### config.mk
export PLATFORM = sky130hd
export DESIGN_NAME = rr_write_arbiter
export DESIGN_NICKNAME = d
export VERILOG_FILES = /design/src/rtl/arbiter_pkg.sv /design/src/rtl/rr_pick.sv /design/src/rtl/rr_write_arbiter.sv
export SDC_FILE = /design/constraint.sdc
export NUM_CORES = 1
export LEC_CHECK = 0
export BUFFER_PORTS_ARGS = -buffer_cell sky130_fd_sc_hd__clkbuf_2
export CORE_MARGIN = 2
export CORE_UTILIZATION = 43
export CTS_CLUSTER_SIZE = 16
export DETAILED_ROUTE_END_ITERATION = 10
export GPL_TIMING_DRIVEN = 0
export PLACE_DENSITY_LB_ADDON = 0.05
export SYNTH_ARGS = -nofsm -noshare
export SYNTH_HDL_FRONTEND = slang
export SYNTH_SLANG_ARGS = --single-unit
### constraint.sdc
create_clock -name i_clk -period 2 [get_ports i_clk]
set_input_delay 0.1 -clock i_clk [delete_from_list [all_inputs] [get_ports i_clk]]
set_output_delay 0.1 -clock i_clk [all_outputs]
set_load 0.01 [all_outputs]
### src/rtl/arbiter_pkg.sv
`default_nettype none
// ============================================================================
// Module      : arbiter_pkg
// Description : Shared types and constants for the FIFO write arbiter:
//               FSM state encoding, priority-mode selectors and a helper
//               that sizes the writer index.
// Revision    : 1.0 - initial release
// ============================================================================
package arbiter_pkg;

    typedef enum logic [1:0] {
        IDLE  = 2'd0,
        GRANT = 2'd1,
        WRITE = 2'd2
    } arb_state_e;

    localparam int PRIORITY_RR    = 0;
    localparam int PRIORITY_FIXED = 1;

    // Index width for n writers; a single writer still needs one bit.
    function automatic int id_width(input int n);
        return (n > 1) ? $clog2(n) : 1;
    endfunction

endpackage
`default_nettype wire

### src/rtl/rr_pick.sv
`default_nettype none
// ============================================================================
// Module      : rr_pick
// Description : Combinational winner selection. Round-robin mode returns the
//               first set request at or above i_ptr (wrapping); fixed mode
//               returns the highest set request.
// Revision    : 1.0 - initial release
// ============================================================================
module rr_pick #(
    parameter int NUM_WRITERS = 4,
    parameter int ID_W        = 2
) (
    input  logic [NUM_WRITERS-1:0] i_req,
    input  logic [ID_W-1:0]        i_ptr,
    input  logic                   i_fixed,
    output logic                   o_found,
    output logic [ID_W-1:0]        o_idx
);

    int w_cand;

    // Scan in reverse so the last assignment is the highest-priority hit.
    always_comb begin
        o_found = |i_req;
        o_idx   = '0;
        w_cand  = 0;
        if (i_fixed) begin
            for (int j = 0; j < NUM_WRITERS; j++) begin
                if (i_req[j]) o_idx = ID_W'(j);
            end
        end else begin
            for (int k = NUM_WRITERS - 1; k >= 0; k--) begin
                w_cand = int'(i_ptr) + k;
                if (w_cand >= NUM_WRITERS) w_cand = w_cand - NUM_WRITERS;
                if (i_req[w_cand]) o_idx = ID_W'(w_cand);
            end
        end
    end

endmodule
`default_nettype wire

### src/rtl/rr_write_arbiter.sv
`default_nettype none
// ============================================================================
// Module      : rr_write_arbiter
// Description : Multiplexes NUM_WRITERS writers onto one FIFO write port with
//               round-robin or fixed (highest index) priority. Grant is an
//               active-low busy bit; each accepted request yields a single
//               o_we pulse two cycles after the decision.
// Revision    : 1.0 - initial release
// ============================================================================
module rr_write_arbiter
    import arbiter_pkg::*;
#(
    parameter  int NUM_WRITERS   = 4,
    parameter  int DATA_W        = 8,
    parameter  int PRIORITY_MODE = 0,
    localparam int ID_W          = id_width(NUM_WRITERS)
) (
    input  logic                          i_clk,
    input  logic                          i_reset,
    input  logic [NUM_WRITERS*DATA_W-1:0] i_data,
    input  logic [NUM_WRITERS-1:0]        i_req,
    input  logic                          i_full,
    output logic [NUM_WRITERS-1:0]        o_busy,
    output logic [DATA_W-1:0]             o_data,
    output logic                          o_we,
    output logic [ID_W-1:0]               o_grant_id
);

    localparam logic c_fixed_mode = (PRIORITY_MODE == PRIORITY_FIXED);

    arb_state_e              r_state, w_state_nxt;
    logic [NUM_WRITERS-1:0]  r_busy, w_busy_nxt;
    logic                    r_we, w_we_nxt;
    logic [DATA_W-1:0]       r_data, w_data_nxt;
    logic [ID_W-1:0]         r_grant_id, w_grant_id_nxt;
    logic [ID_W-1:0]         r_ptr, w_ptr_nxt;

    logic                    w_found;
    logic [ID_W-1:0]         w_pick;
    logic [ID_W-1:0]         w_ptr_inc;
    logic [DATA_W-1:0]       w_sel_data;

    rr_pick #(
        .NUM_WRITERS (NUM_WRITERS),
        .ID_W        (ID_W)
    ) u_pick (
        .i_req   (i_req),
        .i_ptr   (r_ptr),
        .i_fixed (c_fixed_mode),
        .o_found (w_found),
        .o_idx   (w_pick)
    );

    // Pointer moves just past the writer that held the grant.
    assign w_ptr_inc  = (r_grant_id == ID_W'(NUM_WRITERS - 1)) ? '0 : r_grant_id + 1'b1;
    assign w_sel_data = i_data[int'(r_grant_id)*DATA_W +: DATA_W];

    // Next-state and next-output decode; every output is registered below.
    always_comb begin
        w_state_nxt    = r_state;
        w_busy_nxt     = r_busy;
        w_we_nxt       = 1'b0;
        w_data_nxt     = r_data;
        w_grant_id_nxt = r_grant_id;
        w_ptr_nxt      = r_ptr;
        case (r_state)
            IDLE: begin
                w_busy_nxt = '1;
                // Full is only checked here: a decision reserves one slot.
                if (w_found && !i_full) begin
                    w_busy_nxt[w_pick] = 1'b0;
                    w_grant_id_nxt     = w_pick;
                    w_state_nxt        = GRANT;
                end
            end
            GRANT: begin
                w_busy_nxt = '1;
                if (i_req[r_grant_id]) begin
                    w_data_nxt  = w_sel_data;
                    w_we_nxt    = 1'b1;
                    w_state_nxt = WRITE;
                end else begin
                    w_state_nxt = IDLE;
                end
                // A withdrawn request still consumes its turn.
                if (!c_fixed_mode) w_ptr_nxt = w_ptr_inc;
            end
            WRITE: begin
                w_state_nxt = IDLE;
            end
            default: begin
                w_busy_nxt  = '1;
                w_state_nxt = IDLE;
            end
        endcase
    end

    // State and output registers with synchronous reset.
    always_ff @(posedge i_clk) begin
        if (i_reset) begin
            r_state    <= IDLE;
            r_busy     <= '1;
            r_we       <= 1'b0;
            r_data     <= '0;
            r_grant_id <= '0;
            r_ptr      <= '0;
        end else begin
            r_state    <= w_state_nxt;
            r_busy     <= w_busy_nxt;
            r_we       <= w_we_nxt;
            r_data     <= w_data_nxt;
            r_grant_id <= w_grant_id_nxt;
            r_ptr      <= w_ptr_nxt;
        end
    end

    assign o_busy     = r_busy;
    assign o_we       = r_we;
    assign o_data     = r_data;
    assign o_grant_id = r_grant_id;

endmodule
`default_nettype wire

==> summary by stage <==
Status
The run finished with clean final reports.

Power and ir drop
The power per cell area is 574.5 nW/µm². Total power for the finished layout comes to 0.7655 mW. The maximum resistive drop on vdd is 346.0 µV. The total leakage power is 0.5861 nW.

Yosys
Of all flip-flops after synthesis, the portion carrying an async set or reset was 0. For this run, the number of Yosys warnings is 0. Synthesis produced a netlist with a net count of 131. The area share of the largest cell type after synthesis is 0.3786. The biggest area contributor in the post-synthesis netlist is sky130_fd_sc_hd__dfxtp_1. The mean cell area of the mapped netlist is 11.04 µm². Synthesis handed over a netlist of 91 instances. Yosys attributes the largest share of cell area to sky130_fd_sc_hd__dfxtp_1, sky130_fd_sc_hd__mux4_2, sky130_fd_sc_hd__mux2i_1, sky130_fd_sc_hd__nor2_1, sky130_fd_sc_hd__nor2b_1. Yosys mapped a number of flops with a built-in enable equal to 0. The number of different library cells used by synthesis comes to 31. For this run, the register share of the synthesized area comes to 0.3786. The most used flip-flop cell after synthesis is sky130_fd_sc_hd__dfxtp_1. In this run, synthesis produced a sequential element count of 19. The cell area that synthesis handed to floorplanning was 1005 µm².

Timing
Setup repair after global routing left no endpoint under its margin. The count of final setup violators is 0. The final critical path time including I/O delays and setup is 1.654 ns. Setup slack closes at 0.3455 ns. The final-layout setup total negative slack is 0 ns. The number of failing hold endpoints at the final stage is 0. The share of the clock period used by the worst path is 0.8272. The worst hold slack across all endpoints is 0.04929 ns.

The maximum clock skew at final layout is 0.008875 ns. The tightest slew margin relative to the limit is 0.6981. For the pin with the worst max-slew slack, the measured transition is 0.4528 ns. The top achievable clock speed is 604.4 MHz. The number of pins with negative max-slew slack in the final report is 0.

Detailed routing
The detailed router's first-iteration violation count is 11. Once detail routing completed, the nets flagged for antenna violations numbered 0. In this run the top signal layer used is met4. The via count normalized by instance count is 5.114. Detailed routing inserted a total of 900 vias. Wire segments on met2 add up to 1.052 mm in the final route.

The met3 wire length is 147 µm. The number of remaining DRC errors is 0. After detailed routing, the average wire length per cell comes to 12.30 µm.

The wire length on met1 is 955 µm. The first TritonRoute pass finished after 4 iterations. The final wirelength is 2.165 mm.

Finish
The number of fillers in the final layout is 215. The multi-input combinational cells in the finished layout cover a total of 595.6 µm². The fraction of final layout cells sized beyond drive strength 1 is 0.5068.

Excluding fillers, the count of instances in the completed layout stands at 176. The count of antenna diodes in the layout is 0. Compared with the post-synthesis result, the final layout area differs by 32.63%. Leaving out fill and tap cells, the most frequent cells in the layout are sky130_fd_sc_hd__clkbuf_2, sky130_fd_sc_hd__dfxtp_1, sky130_fd_sc_hd__nor2_1.

The most frequent standard cell in the layout excluding fill and tap cells is sky130_fd_sc_hd__clkbuf_2. Summing all flip-flop and latch instances after layout gives 380.4 µm². Measured on the finished design, the core utilization comes to 0.6024. The finished cells cover 1333 µm². The final layout contains 189 nets.

Critical path
STA puts the critical path data required time at 2.16 ns. In this run the worst path has a maximum fanout of 10. The worst setup path is captured at a flop. The critical path is of the flop to flop type. The slack of the worst reg-to-reg path is 0.35 ns.

The signal arrival time at the worst endpoint is 1.81 ns. The worst setup path is launched from a flop.

Floorplan
After floorplanning, the core was sized to cover 2212 µm². In this run the core area contains 17 standard-cell rows. The initial cell density of the core is 0.4542.

The horizontal die dimension is 52.34 µm. The die is 52.34 µm tall. In this run the count of I/O pins placed on the die edge is 54. The die area is 2739 µm².

Global route
The initial antenna violation count is 0. The number of global-route vias before repair was 823. The first global-routing pass estimated 3.581 mm of wire.

Entering global routing, the biggest net connects 12 pins. For this run, the total global-route usage over all layers was measured as 0.1717. The overflow left after global routing is 0.

Placed design
The post-placement cell area is 1305 µm². Detailed placement ended at an HPWL of 1.822 mm. Buffers placed on the I/O ports in this run total 53.

The number of cells after detailed placement is 172. The congestion estimate from routability-driven global placement came to 0.7578. Before CTS, the worst setup slack after placement is 0.3408 ns.

Clock tree
The TritonCTS buffer count is 3. TritonCTS built the clock tree. CTS saw 19 sinks. The clock transition at the register clock pins on the worst setup and hold paths after CTS is 0.11 ns. The clock latency on the worst-skew pair is 0.28 ns. The number of levels in the clock H-tree is 1.

The number of buffers added for setup after CTS is 0. After clock tree synthesis, the repair step resized 0 gates. The number of buffers on the longest clock path is 2. The number of hold-repair buffers added at the cts stage is 0. The root buffer cell chosen for the clock tree is sky130_fd_sc_hd__clkbuf_4.

Worst hold path
The tightest min-delay check is of the input port to flop type.

Flow run
Across the run, the number of max-cap violations was 0.
[path summary, 6_finish.rpt]
check	startpoint	endpoint	cells past startpoint
max	o_grant_id[0]	o_data[5]	4
min	i_reset	o_grant_id[1]	2
max reg2reg	o_grant_id[0]	o_data[5]	4
min reg2reg	o_busy[3]	o_busy[3]	1
[critical path, stage by stage, from the launching register on]
cell and delay, ns:
sky130_fd_sc_hd__dfxtp_1 0.43, sky130_fd_sc_hd__buf_2 0.34, sky130_fd_sc_hd__mux4_2 0.54, sky130_fd_sc_hd__mux2i_1 0.16
sky130_fd_sc_hd__nor2_1 0.05
[final cells by class]
class / instances / share of cell area
clock buffers: 3 / 0.01690
well taps: 28 / 0.02629
multi-input cells: 67 / 0.4469
clock inverters: 1 / 0.003756
plain buffers: 4 / 0.01878
inverters: 1 / 0.002817
repair buffers: 53 / 0.1991
flip-flops and latches: 19 / 0.2854
[cells by family after synthesis]
group | after synthesis | synth area share
fa+ha+maj | 1 | 0.01245
buf+inv | 5 | 0.02864
simple gates | 33 | 0.1806
flops | 19 | 0.3786
compound gates | 14 | 0.1108
mux | 19 | 0.2889
[state kept, by name (all words and copies together) (netlist names)]
| register | cells |
|---|---|
| r_state | 2 |
| r_ptr | 2 |
| o_data | 8 |
| o_we | 1 |
| o_grant_id | 2 |
| o_busy | 4 |
[cells in the mapped netlist (2+ instances only)]
cell type and n:
sky130_fd_sc_hd__dfxtp_1 19, sky130_fd_sc_hd__nor2_1 12, sky130_fd_sc_hd__mux2i_1 11, sky130_fd_sc_hd__mux4_2 8
sky130_fd_sc_hd__nor2b_1 5, sky130_fd_sc_hd__nand2_1 4, sky130_fd_sc_hd__a21oi_1 3, sky130_fd_sc_hd__a31oi_1 2
sky130_fd_sc_hd__buf_2 2, sky130_fd_sc_hd__nand3b_1 2, sky130_fd_sc_hd__nor3_1 2, sky130_fd_sc_hd__o32a_1 2
[layer usage]
layer	GRT usage	up-vias
met3	0.03429	2
met2	0.2979	29
met1	0.2292	411
li1	-	458
met5	0	-
met4	0.01282	0
[power by group]
part / internal [mW] / switching [mW]
clock network: 0.0741 / 0.108
logic: 0.0976 / 0.0779
registers: 0.395 / 0.0126
total: 0.567 / 0.198
Note: power is estimated with default switching activity, not from simulation.
